$ cat src/rtl/adc_average_multi_if.sv
// Sample-stream and result handshake bundle for the multi-channel block averager.
// The master drives the controls and samples; the slave (averager) returns results.
interface adc_average_multi_if #(
    parameter int ADC_WIDTH = 12,
    parameter int NUM_CH    = 2
);
    logic                        en;
    logic                        continuous;
    logic [NUM_CH*ADC_WIDTH-1:0] data_in;
    logic                        in_valid;
    logic                        out_valid;
    logic                        out_ready;
    logic [NUM_CH*ADC_WIDTH-1:0] data_out;
    logic                        busy;
    logic                        overrun;

    modport master (
        output en, continuous, data_in, in_valid, out_ready,
        input  out_valid, data_out, busy, overrun
    );

    modport slave (
        input  en, continuous, data_in, in_valid, out_ready,
        output out_valid, data_out, busy, overrun
    );
endinterface

$ cat src/rtl/adc_average_multi.sv
// Multi-channel block averager: sums 2^LOG2_SAMPS accepted samples per channel in lockstep
// and presents each channel's floor mean through a registered valid/ready result port.
module adc_average_multi #(
    parameter int ADC_WIDTH  = 12,
    parameter int NUM_CH     = 2,
    parameter int LOG2_SAMPS = 10,
    parameter bit SIGNED_IN  = 1'b1
) (
    input  logic              clk_i,
    input  logic              rst_i,
    adc_average_multi_if.slave bus
);
    localparam int ACC_W = ADC_WIDTH + LOG2_SAMPS;
    localparam int CNT_W = LOG2_SAMPS + 1;
    localparam logic [CNT_W-1:0] LAST_CNT = CNT_W'((1 << LOG2_SAMPS) - 1);
    localparam logic [CNT_W-1:0] CNT_ONE  = CNT_W'(1);

    typedef enum logic [1:0] {
        ST_IDLE = 2'd0,
        ST_ACC  = 2'd1,
        ST_HOLD = 2'd2
    } state_e;

    state_e                      state_q;
    logic                        cont_q;
    logic                        busy_q;
    logic                        out_valid_q;
    logic                        overrun_q;
    logic [CNT_W-1:0]            cnt_q;
    logic [ACC_W-1:0]            acc_q [NUM_CH];
    logic [NUM_CH*ADC_WIDTH-1:0] data_out_q;

    logic [ACC_W-1:0]            acc_d [NUM_CH];
    logic [NUM_CH*ADC_WIDTH-1:0] mean_d;
    logic                        last_s;
    logic                        load_s;

    function automatic logic [ACC_W-1:0] extend_sample(input logic [ADC_WIDTH-1:0] samp);
        logic fill;
        fill = SIGNED_IN ? samp[ADC_WIDTH-1] : 1'b0;
        return {{LOG2_SAMPS{fill}}, samp};
    endfunction

    // Running sums including the current sample, and the means they would produce.
    // The accumulator is exactly LOG2_SAMPS bits wider than a sample, so its top ADC_WIDTH
    // bits equal the low bits of the (arithmetic or logical) shift: a floor divide.
    always_comb begin
        mean_d = '0;
        for (int c = 0; c < NUM_CH; c++) begin
            acc_d[c] = acc_q[c] + extend_sample(bus.data_in[c*ADC_WIDTH +: ADC_WIDTH]);
            mean_d[c*ADC_WIDTH +: ADC_WIDTH] = acc_d[c][LOG2_SAMPS +: ADC_WIDTH];
        end
        last_s = (cnt_q == LAST_CNT);
        load_s = (state_q == ST_ACC) && bus.en && bus.in_valid && last_s;
    end

    // Window FSM, accumulators and the result/handshake registers.
    always_ff @(posedge clk_i) begin
        if (rst_i) begin
            state_q     <= ST_IDLE;
            cont_q      <= 1'b0;
            busy_q      <= 1'b0;
            out_valid_q <= 1'b0;
            overrun_q   <= 1'b0;
            cnt_q       <= '0;
            data_out_q  <= '0;
            for (int c = 0; c < NUM_CH; c++) acc_q[c] <= '0;
        end else begin
            case (state_q)
                ST_IDLE: begin
                    if (bus.en) begin
                        state_q   <= ST_ACC;
                        cont_q    <= bus.continuous;
                        busy_q    <= 1'b1;
                        overrun_q <= 1'b0;
                    end
                end
                ST_ACC: begin
                    if (!bus.en) begin
                        state_q <= ST_IDLE;
                        busy_q  <= 1'b0;
                        cnt_q   <= '0;
                        for (int c = 0; c < NUM_CH; c++) acc_q[c] <= '0;
                    end else if (bus.in_valid) begin
                        if (last_s) begin
                            cnt_q <= '0;
                            for (int c = 0; c < NUM_CH; c++) acc_q[c] <= '0;
                            if (!cont_q) begin
                                state_q <= ST_HOLD;
                                busy_q  <= 1'b0;
                            end
                        end else begin
                            cnt_q <= cnt_q + CNT_ONE;
                            for (int c = 0; c < NUM_CH; c++) acc_q[c] <= acc_d[c];
                        end
                    end
                end
                ST_HOLD: begin
                    if (!bus.en) state_q <= ST_IDLE;
                end
                default: begin
                    state_q <= ST_IDLE;
                    busy_q  <= 1'b0;
                    cnt_q   <= '0;
                    for (int c = 0; c < NUM_CH; c++) acc_q[c] <= '0;
                end
            endcase

            // A fresh result wins over a same-edge transfer; it only overruns if unconsumed.
            if (load_s) begin
                data_out_q  <= mean_d;
                out_valid_q <= 1'b1;
                if (out_valid_q && !bus.out_ready) overrun_q <= 1'b1;
            end else if (out_valid_q && bus.out_ready) begin
                out_valid_q <= 1'b0;
            end
        end
    end

    assign bus.out_valid = out_valid_q;
    assign bus.data_out  = data_out_q;
    assign bus.busy      = busy_q;
    assign bus.overrun   = overrun_q;
endmodule

$ cat src/flat_wrapper.sv
// flat-port wrapper written by rule: the top's interface ports become plain ports
module adc_average_multi_flat 
#(
    parameter int ADC_WIDTH  = 12,
    parameter int NUM_CH     = 2,
    parameter int LOG2_SAMPS = 10,
    parameter bit SIGNED_IN  = 1'b1
)
  (clk_i, rst_i, bus_en, bus_continuous, bus_data_in, bus_in_valid, bus_out_ready, bus_out_valid, bus_data_out, bus_busy, bus_overrun);
  adc_average_multi_if #(.ADC_WIDTH(ADC_WIDTH), .NUM_CH(NUM_CH)) bus_i ();
  input  logic clk_i;
  input  logic rst_i;
  input wire logic [$bits(bus_i.en)-1:0] bus_en;
  input wire logic [$bits(bus_i.continuous)-1:0] bus_continuous;
  input wire logic [$bits(bus_i.data_in)-1:0] bus_data_in;
  input wire logic [$bits(bus_i.in_valid)-1:0] bus_in_valid;
  input wire logic [$bits(bus_i.out_ready)-1:0] bus_out_ready;
  output wire logic [$bits(bus_i.out_valid)-1:0] bus_out_valid;
  output wire logic [$bits(bus_i.data_out)-1:0] bus_data_out;
  output wire logic [$bits(bus_i.busy)-1:0] bus_busy;
  output wire logic [$bits(bus_i.overrun)-1:0] bus_overrun;
  assign bus_i.en = bus_en;
  assign bus_i.continuous = bus_continuous;
  assign bus_i.data_in = bus_data_in;
  assign bus_i.in_valid = bus_in_valid;
  assign bus_i.out_ready = bus_out_ready;
  assign bus_out_valid = bus_i.out_valid;
  assign bus_data_out = bus_i.data_out;
  assign bus_busy = bus_i.busy;
  assign bus_overrun = bus_i.overrun;
  adc_average_multi #(.ADC_WIDTH(ADC_WIDTH), .NUM_CH(NUM_CH), .LOG2_SAMPS(LOG2_SAMPS), .SIGNED_IN(SIGNED_IN)) u_core (.clk_i(clk_i), .rst_i(rst_i), .bus(bus_i));
endmodule
$ cat config.mk
export PLATFORM = sky130hd
export DESIGN_NAME = adc_average_multi_flat
export DESIGN_NICKNAME = d
export VERILOG_FILES = /design/src/rtl/adc_average_multi_if.sv /design/src/rtl/adc_average_multi.sv /design/src/flat_wrapper.sv
export SDC_FILE = /design/constraint.sdc
export NUM_CORES = 1
export LEC_CHECK = 0
export ABC_AREA = 1
export BUFFER_PORTS_ARGS = -buffer_cell sky130_fd_sc_hd__buf_2
export CORE_ASPECT_RATIO = 1.2
export CORE_MARGIN = 5
export CORE_UTILIZATION = 45
export CTS_CLUSTER_DIAMETER = 120
export DETAILED_ROUTE_END_ITERATION = 10
export PLACE_DENSITY = 0.75
export SYNTH_ARGS = -nofsm -noshare
export SYNTH_HDL_FRONTEND = slang
export SYNTH_SLANG_ARGS = --single-unit
$ cat constraint.sdc
create_clock -name clk_i -period 5.4 [get_ports clk_i]
set_input_delay 0 -clock clk_i [delete_from_list [all_inputs] [get_ports clk_i]]
set_output_delay 0 -clock clk_i [all_outputs]
set_load 0.1 [all_outputs]
==> results of run 1 <==
## cells in the mapped netlist, types with 5 or more instances
master,count
nand2_1,301
inv_1,175
nor2_1,126
nand3_1,75
a21oi_1,71
edfxtp_1,44
ha_1,43
dfxtp_1,41
nor3_1,11
o21ai_1,11
nand4_1,8
clkbuf_1,5
## final timing paths
kind | slack [ns] | to | cells past startpoint
max reg2reg | 3.07 | u_core.acc_q[0][25] | 8
min | 0.07 | u_core.acc_q[0][22] | 4
max | 3.07 | u_core.acc_q[0][25] | 8
min reg2reg | 0.45 | u_core.cnt_q[9] | 2
## cell families (layout without fill, tap and decap cells)
logic type	count (synthesis)	count (layout)	share of synthesized area [%]
adders and majority gates	45	45	9.27
buffers and inverters	191	256	12.1
DFF	85	85	34.3
AOI/OAI and AO/OA	96	96	8.10
xor gates and xnor gates	7	7	0.983
and+or+nand+nor	535	535	35.2
## layout by cell type (no fill, tap or decap), types with 4 or more instances in the layout
master     netlist  layout
o21ai_1         11      11
clkbuf_16        0      10
o21bai_1         4       4
nand3_1         75      75
inv_1          175     175
inv_2            4       4
nand4_1          8       8
ha_1            43      43
nand2_1        301     301
a21oi_1         71      71
nor2_1         126     126
nor3_1          11      11
buf_2            0      56
dfxtp_1         41      41
xnor2_1          4       4
edfxtp_1        44      44
## flip-flops by register name, summed over array words and instances, names as in the netlist
name / flops
u_core.bus.out_valid: 1
u_core.cnt_q: 11
u_core.cont_q: 1
u_core.acc_q: 44
u_core.bus.busy: 1
u_core.bus.data_out: 24
u_core.bus.overrun: 1
u_core.state_q: 2
## where the power goes
| group | switching, W | total (W) | internal [W] |
|---|---|---|---|
| combinational | 0.000290 | 0.000426 | 0.000136 |
| sequential | 0.0000126 | 0.000726 | 0.000714 |
| clock | 0.000272 | 0.000616 | 0.000344 |
## critical path, stage by stage (launching register included)
cell     delay [ns]
dfxtp_1        0.41
inv_2          0.07
nor2_2         0.11
nand2_1        0.14
nor2_1         0.16
nand3_2        0.57
inv_2          0.45
o21ai_0        0.13
a21oi_1        0.13
## cell type report
type	count	area (um2)
Multi-Input combinational cell	683	3350
Clock inverter	5	37.5
Sequential cell	85	2140
Clock buffer	11	254
Inverter	179	672
Fill cell	1357	6710
Timing Repair Buffer	61	325
Tap cell	171	214
## routing by layer
layer	global-route usage (%)	up-vias	share of wire, %
met2	27.6	186	45
met5	0	-	0
met1	24.2	2552	46
met3	3.92	20	7.4
li1	-	3136	-
met4	5.43	0	1.5
## timing repair
action / in CTS / in global routing
endpoints found under the setup margin: 0 / 0
hold buffers: 3 / 0
gates resized for setup: 0 / 0
hold endpoints to repair: 4 / 0
## per-stage QoR
| step | power, W | instance area (um2) | setup slack, ns | instances | util, % |
|---|---|---|---|---|---|
| CTS | 0.00178 | 7000 | 3.00 | 1195 | 51.1 |
| finish | 0.00177 | 7000 | 3.07 | 1195 | 51.1 |
| floorplan | 0.00106 | 6240 | 1.20 | 959 | - |
| global route | 0.00187 | 7000 | 2.83 | 1195 | 51.1 |
| global placement | 0.00116 | 6680 | 3.10 | 1176 | 48.7 |
| detailed placement | 0.00116 | 6680 | 3.03 | 1176 | 48.7 |
==> summary.txt, run 1 <==
status - finished clean
cells after synthesis - 959
DR pass1 iterations - 5
final WL - 14.4 mm
ys flop type - edfxtp_1
antenna cells - 0
Hold WC Path Type - in2reg
H-tree depth - 3
worst hold slack - 0.0700 ns
crit path time final - 2.33 ns
worst-path maximum fanout - 33
Vert. Die Dim - 139 um
Die X - 117 um
Max-Cap Viols - 0
Critical R2R Launch - u_core.state_q[0]
Max VDD drop - 161 uV
Final setup viols - 0
drc violations - 0
vias - 5894
unrepaired setup endpoints after global routing - false
CP Launch Point - u_core.state_q[0]
num ports - 57
synth top area cells - edfxtp_1 (21%), nand2_1 (18%), dfxtp_1 (13%)
NumNets Final - 1094
mapped cell area - 6240 um2
clk sink count - 85
element type at the critical path end - flop
final hold vios - 0
Synth cell types - 35
Area Overhead vs Synth - 12.2%
fmax - 429 MHz
GPL Wtd Cong - 0.953
Port Buffers - 56
average cell area after synthesis - 6.50 um2
Pleak - 3.82 nW
worst-margin pin slew - 0.715 ns
Global Route Usage Sum - 17.6%
total negative slack - 0 ns
Rows - 47
Seq/Total Area, Yosys - 34.3%
Setup Fix Bufs, Post-CTS - 0
Post-DRT Antenna Nets - 0
Die Area - 16300 um2
Wirelength per Cell - 12.0 um
first-pass GRT wire length - 24.4 mm
Critical Path Start Type - flop
EDFF count, synth - 44
pwr dens - 253 nW/um2
WP data required - 5.60 ns
total grt overflow - 0
relative slew slack - 52.3%
Worst Path Arrival - 2.53 ns
CTS tree - done
leading area contributor after synthesis - edfxtp_1
Ys Warns - 0
CTS Buf Count - 9
initial core utilization - 45.5%
DP HPWL - 11.1 mm
initial antenna violation count - 0
HP Start - bus_data_in[12]
maximum clock path buffer count - 2
DR iter-0 viols - 406
Synth top area share - 21.2%
vias per cell - 4.93
Final Max Slew Viols - 0
vias in the first global route - 5315
period utilization - 43.1%
Clock Latency Late Sink - 0.35 ns
#FFs+latches synth - 85
Crit Path Category - reg2reg
total core area - 13700 um2
Fin Clk Skew - 0.00906 ns
Mapped Nets - 1034
largest net degree at the start of global routing - 45
Synth async-reset ratio - 0%
Clock transition at path regs - 0.07 ns
Root Buffer - clkbuf_16
layout cells sized above 1 - 8.59%
(Power assumes the default switching activity.)
==> run 2: changes to the inputs <==
Clock period 5.4 ns to 2.39 ns, I/O delays scaled along.
==> run 2 against run 1 <==
  * Clock skew is 0.0015 ns higher
  * Clock power is 140% higher
  * Sequential power is 130% higher
  * Flip-flop and latch count stayed put
  * Design area is 1.2% higher
  * Largest power group unchanged
==> summary.txt, run 2 (synthesis results as in run 1) <==
Max VDD drop - 343 uV
Fin Clk Skew - 0.0105 ns
Wirelength per Cell - 12.5 um
slowest cell delay on critical path - 0.46 ns
final WL - 15.0 mm
initial antenna violation count - 0
Root Buffer - clkbuf_16
element type at the critical path end - flop
NumNets Final - 1098
DR iter-0 viols - 319
Final setup viols - 0
max FFs per register - 44
vias in the first global route - 5579
layout cells sized above 1 - 9.24%
largest net degree at the start of global routing - 45
total grt overflow - 0
post-route insts no fill - 1199
setup slack at placement - 0.272 ns
CP Cell Sequence - ha_1 > fa_1 > nand3_1 > nand3_1 > nand2_1 > nand3_1 > nand2_1 > nand2_1 > nand2_1 > a21oi_1
H-tree depth - 3
maximum clock path buffer count - 2
commonest non-fill, non-tap cell in the layout - nand2_1
Hold WC Path Type - in2reg
pwr dens - 579 nW/um2
most frequent CP cell - nand2_1
WP data required - 2.49 ns
GPL Wtd Cong - 0.930
drc violations - 0
Post-Place Cells - 1180
Crit Path Category - reg2reg
Area Overhead vs Synth - 13.5%
PnR worst setup slack - 0.256 ns
total negative slack - 0 ns
slowest stage cell, crit path - fa_1
fmax - 469 MHz
clk sink count - 85
DR pass1 iterations - 6
period utilization - 89.3%
total core area - 13700 um2
commonest cells after routing, fill and taps aside - nand2_1 (300), inv_1 (175), nor2_1 (126), nand3_1 (74), a21oi_1 (71)
status - finished clean
Clock Latency Late Sink - 0.35 ns
final hold vios - 0
Final Max Slew Viols - 0
Rows - 47
worst-margin pin slew - 0.538 ns
Worst Path Arrival - 2.23 ns
DP HPWL - 11.7 mm
Critical Path Start Type - flop
Biggest register - u_core.acc_q
unrepaired setup endpoints after global routing - false
first-pass GRT wire length - 25.6 mm
Max-Cap Viols - 0
antenna cells - 0
Port Buffers - 56
worst-path maximum fanout - 5
relative slew slack - 64.4%
initial core utilization - 45.5%
num ports - 57
CTS Buf Count - 9
Pleak - 3.87 nW
Vert. Die Dim - 139 um
Clock transition at path regs - 0.07 ns
Global Route Usage Sum - 18.6%
vias per cell - 4.87
Post-DRT Antenna Nets - 0
Setup Fix Bufs, Post-CTS - 0
Die X - 117 um
vias - 5845
Die Area - 16300 um2
CTS tree - done
crit path time final - 2.13 ns
## run 2: cell types whose count changed in the layout (fill, tap and decap cells not counted), moves of 2 or more
cell,delta
inv_8,+2
buf_12,+2
inv_4,-2
buf_4,+2
## run 2: area by class of cell
type | instances | area [um2]
tap | 171 | 214
clock inverter | 7 | 87.6
fill | 1375 | 6620
clock buffer | 9 | 225
timing repair buffer | 65 | 380
multi-input combinational | 683 | 3360
sequential | 85 | 2140
inverter | 179 | 672
## run 2: report_power, final
part	leakage (nW)	internal [W]	switching (W)	total, W
Combinational	2.92	0.000315	0.000651	0.000965
Clock	0.155	0.000838	0.000657	0.00150
Sequential	0.797	0.00161	0.0000288	0.00164
## run 2: repair_timing
action,4_1_cts,5_1_grt
setup endpoints to repair,0,2
resized for setup,0,2
hold endpoints to repair,4,0
hold buffers,3,0
## run 2: worst max-delay path, delay by kind of cell (launching register included)
kind | cells | cell delay [ns]
adders and majority gates | 2 | 0.70
DFF | 1 | 0.36
AOI/OAI and AO/OA | 1 | 0.06
and+or+nand+nor | 7 | 0.77
## run 2: path summary, 6_finish.rpt
kind	slack, ns	start	depth (start not counted)	endpoint
setup / recovery	0.26	u_core.acc_q[0][0]	10	u_core.acc_q[0][16]
hold / removal	0.08	bus_data_in[12]	4	u_core.acc_q[0][22]
setup reg to reg	0.26	u_core.acc_q[0][0]	10	u_core.acc_q[0][16]
hold reg to reg	0.46	u_core.cnt_q[9]	2	u_core.cnt_q[9]
## run 2: layer usage
layer,wire [um],GRT usage [%],up-vias
li1,-,-,3136
met1,7090,24.1,2578
met2,6980,31.5,114
met3,742,3.79,17
met4,170,4.95,0
met5,0,0,-
## run 2: through the flow
stage | hold WS (ns) | area, um2 | utilization [%] | power, W
finish | 0.0801 | 7080 | 51.7 | 0.00410
floorplan | 0.135 | 6240 | - | 0.00239
detailed placement | 0.231 | 6730 | 49.1 | 0.00262
global route | 0.127 | 7080 | 51.7 | 0.00435
CTS | 0.0739 | 7070 | 51.6 | 0.00412
global placement | 0.225 | 6730 | 49.1 | 0.00261
==> run 3: changes to the inputs <==
Settings changed: GPL_TIMING_DRIVEN from default to 0.
==> run 3 against run 2 <==
  * Register-to-register slack lost 0.04 ns
  * Critical path type unchanged
  * Cell count rose by 0.67%
  * Non-clock buffer count up 8
  * Clock skew fell by 0.0014 ns
  * Sequential share of layout area fell by 0.30 points
==> summary.txt, run 3 (synthesis results as in run 1) <==
Final Max Slew Viols - 0
Pleak - 3.90 nW
most frequent CP cell - nand3_1
slowest stage cell, crit path - fa_1
worst-case reg-to-reg path depth - 11
worst-path maximum fanout - 4
WP data required - 2.47 ns
unrepaired setup endpoints after global routing - false
clk sink count - 85
period utilization - 90.9%
final instance area - 7150 um2
Area Overhead vs Synth - 14.6%
Hold Path Stages - 4
DR pass1 iterations - 5
num ports - 57
Final setup viols - 0
Design Power - 0.00415 W
FF-to-FF End - u_core.acc_q[0][36]
DP HPWL - 12.0 mm
CP Cell Sequence - ha_2 > inv_1 > fa_1 > inv_1 > nand3_1 > nand3_2 > nand2_1 > nand2_1 > nand3_1 > nand3_1 > a21oi_1
commonest non-fill, non-tap cell in the layout - nand2_1
status - finished clean
final hold vios - 0
Hold WC Path Type - in2reg
initial antenna violation count - 0
Biggest register - u_core.acc_q
element type at the critical path end - flop
Global Route Usage Sum - 18.4%
Multi-input gate area - 3370 um2
vias per cell - 4.88
Vert. Die Dim - 139 um
flop2flop setup slack - 0.22 ns
initial core utilization - 45.5%
total negative slack - 0 ns
max FFs per register - 44
relative slew slack - 42.8%
vias - 5889
worst-margin pin slew - 0.854 ns
antenna cells - 0
Die Area - 16300 um2
Wirelength per Cell - 12.4 um
Buf/Inv on CP - 2
total core area - 13700 um2
layout cells sized above 1 - 9.56%
Critical R2R Launch - u_core.acc_q[0][22]
HP Start - bus_data_in[0]
Post-DRT Antenna Nets - 0
Port Buffers - 56
commonest cells after routing, fill and taps aside - nand2_1 (300), inv_1 (175), nor2_1 (126), nand3_1 (73), a21oi_1 (71)
WP depth - 11
Crit Path Category - reg2reg
Max-Cap Viols - 0
crit path time final - 2.17 ns
cell family with most CP delay - simple AND/OR/NAND/NOR gates
drc violations - 0
vias in the first global route - 5462
fmax - 460 MHz
Max VDD drop - 325 uV
Root Buffer - clkbuf_16
CTS tree - done
Clock Latency Late Sink - 0.36 ns
Rows - 47
total grt overflow - 0
pwr dens - 580 nW/um2
post-route insts no fill - 1207
Critical Path Start Type - flop
slowest cell delay on critical path - 0.41 ns
Die X - 117 um
largest net degree at the start of global routing - 24
Clock transition at path regs - 0.07 ns
Fin Clk Skew - 0.00911 ns
final WL - 15.0 mm
NumNets Final - 1106
GPL Wtd Cong - 0.945
Post-Place Cells - 1187
first-pass GRT wire length - 25.3 mm
Worst Hold End - u_core.acc_q[0][0]
Worst Path Arrival - 2.25 ns
CTS Buf Count - 9
FF+latch area - 2140 um2
maximum clock path buffer count - 2
H-tree depth - 3
placed instance area - 6770 um2
# fillers - 1377
DR iter-0 viols - 288
-- run 3: worst reg2reg max path, delay by kind of cell (launching register included) --
kind,cells,cell delay (ns)
adder cells (fa/ha/maj),2,0.63
AND/OR/NAND/NOR,6,0.68
flip-flops,1,0.33
AO/OA/AOI/OAI,1,0.08
buffers and inverters,2,0.19
-- run 3: what timing repair did --
item	in CTS	in global routing
endpoints found under the setup margin	0	12
hold buffers	4	0
hold endpoints to repair	5	0
buffers inserted	0	0
gates resized for setup	0	5
-- run 3: worst max-delay path by stage --
stage                        start  slack, ns             endpoint
2_1_floorplan    u_core.state_q[0]       0.22   u_core.acc_q[0][0]
3_3_place_gp     u_core.state_q[0]      -0.46  u_core.acc_q[0][23]
3_5_place_dp   u_core.acc_q[0][22]       0.13  u_core.acc_q[0][38]
4_1_cts        u_core.acc_q[0][22]       0.12  u_core.acc_q[0][38]
5_1_grt        u_core.acc_q[0][22]       0.04  u_core.acc_q[0][36]
6_report       u_core.acc_q[0][22]       0.22  u_core.acc_q[0][36]
-- run 3: layout make-up --
| type | count | area share [%] |
|---|---|---|
| clock buffer | 10 | 3.50 |
| inverter | 179 | 9.40 |
| clock inverter | 6 | 1.01 |
| buffer | 12 | 1.15 |
| multi-input combinational | 683 | 47.1 |
| timing repair buffer | 61 | 4.86 |
| sequential | 85 | 30.0 |
| tap | 171 | 2.99 |
-- run 3: metal layers --
| layer | wire length, um | GRT usage [%] | share of wire, % | vias to the layer above |
|---|---|---|---|---|
| li1 | - | - | - | 3166 |
| met1 | 7040 | 24.2 | 47 | 2584 |
| met2 | 7020 | 31.1 | 47 | 121 |
| met3 | 708 | 3.39 | 4.7 | 18 |
| met4 | 218 | 5.19 | 1.5 | 0 |
| met5 | 0 | 0 | 0 | - |
-- run 3: metrics by stage --
step | worst slack [ns] | hold slack [ns] | utilization [%]
2_1_floorplan | 0.217 | 0.135 | -
3_3_place_gp | -0.457 | 0.225 | 49.2
3_5_place_dp | 0.133 | 0.227 | 49.4
4_1_cts | 0.120 | 0.0647 | 52.1
5_1_grt | 0.0438 | 0.106 | 52.2
6_report | 0.218 | 0.0667 | 52.2
-- run 3: power breakdown --
| part | switching [W] | total (W) | internal [W] | leakage (nW) |
|---|---|---|---|---|
| Sequential | 0.0000288 | 0.00164 | 0.00161 | 0.797 |
| Clock | 0.000645 | 0.00153 | 0.000889 | 0.161 |
| Combinational | 0.000655 | 0.000972 | 0.000318 | 2.94 |
| Total | 0.00133 | 0.00415 | 0.00282 | 3.90 |
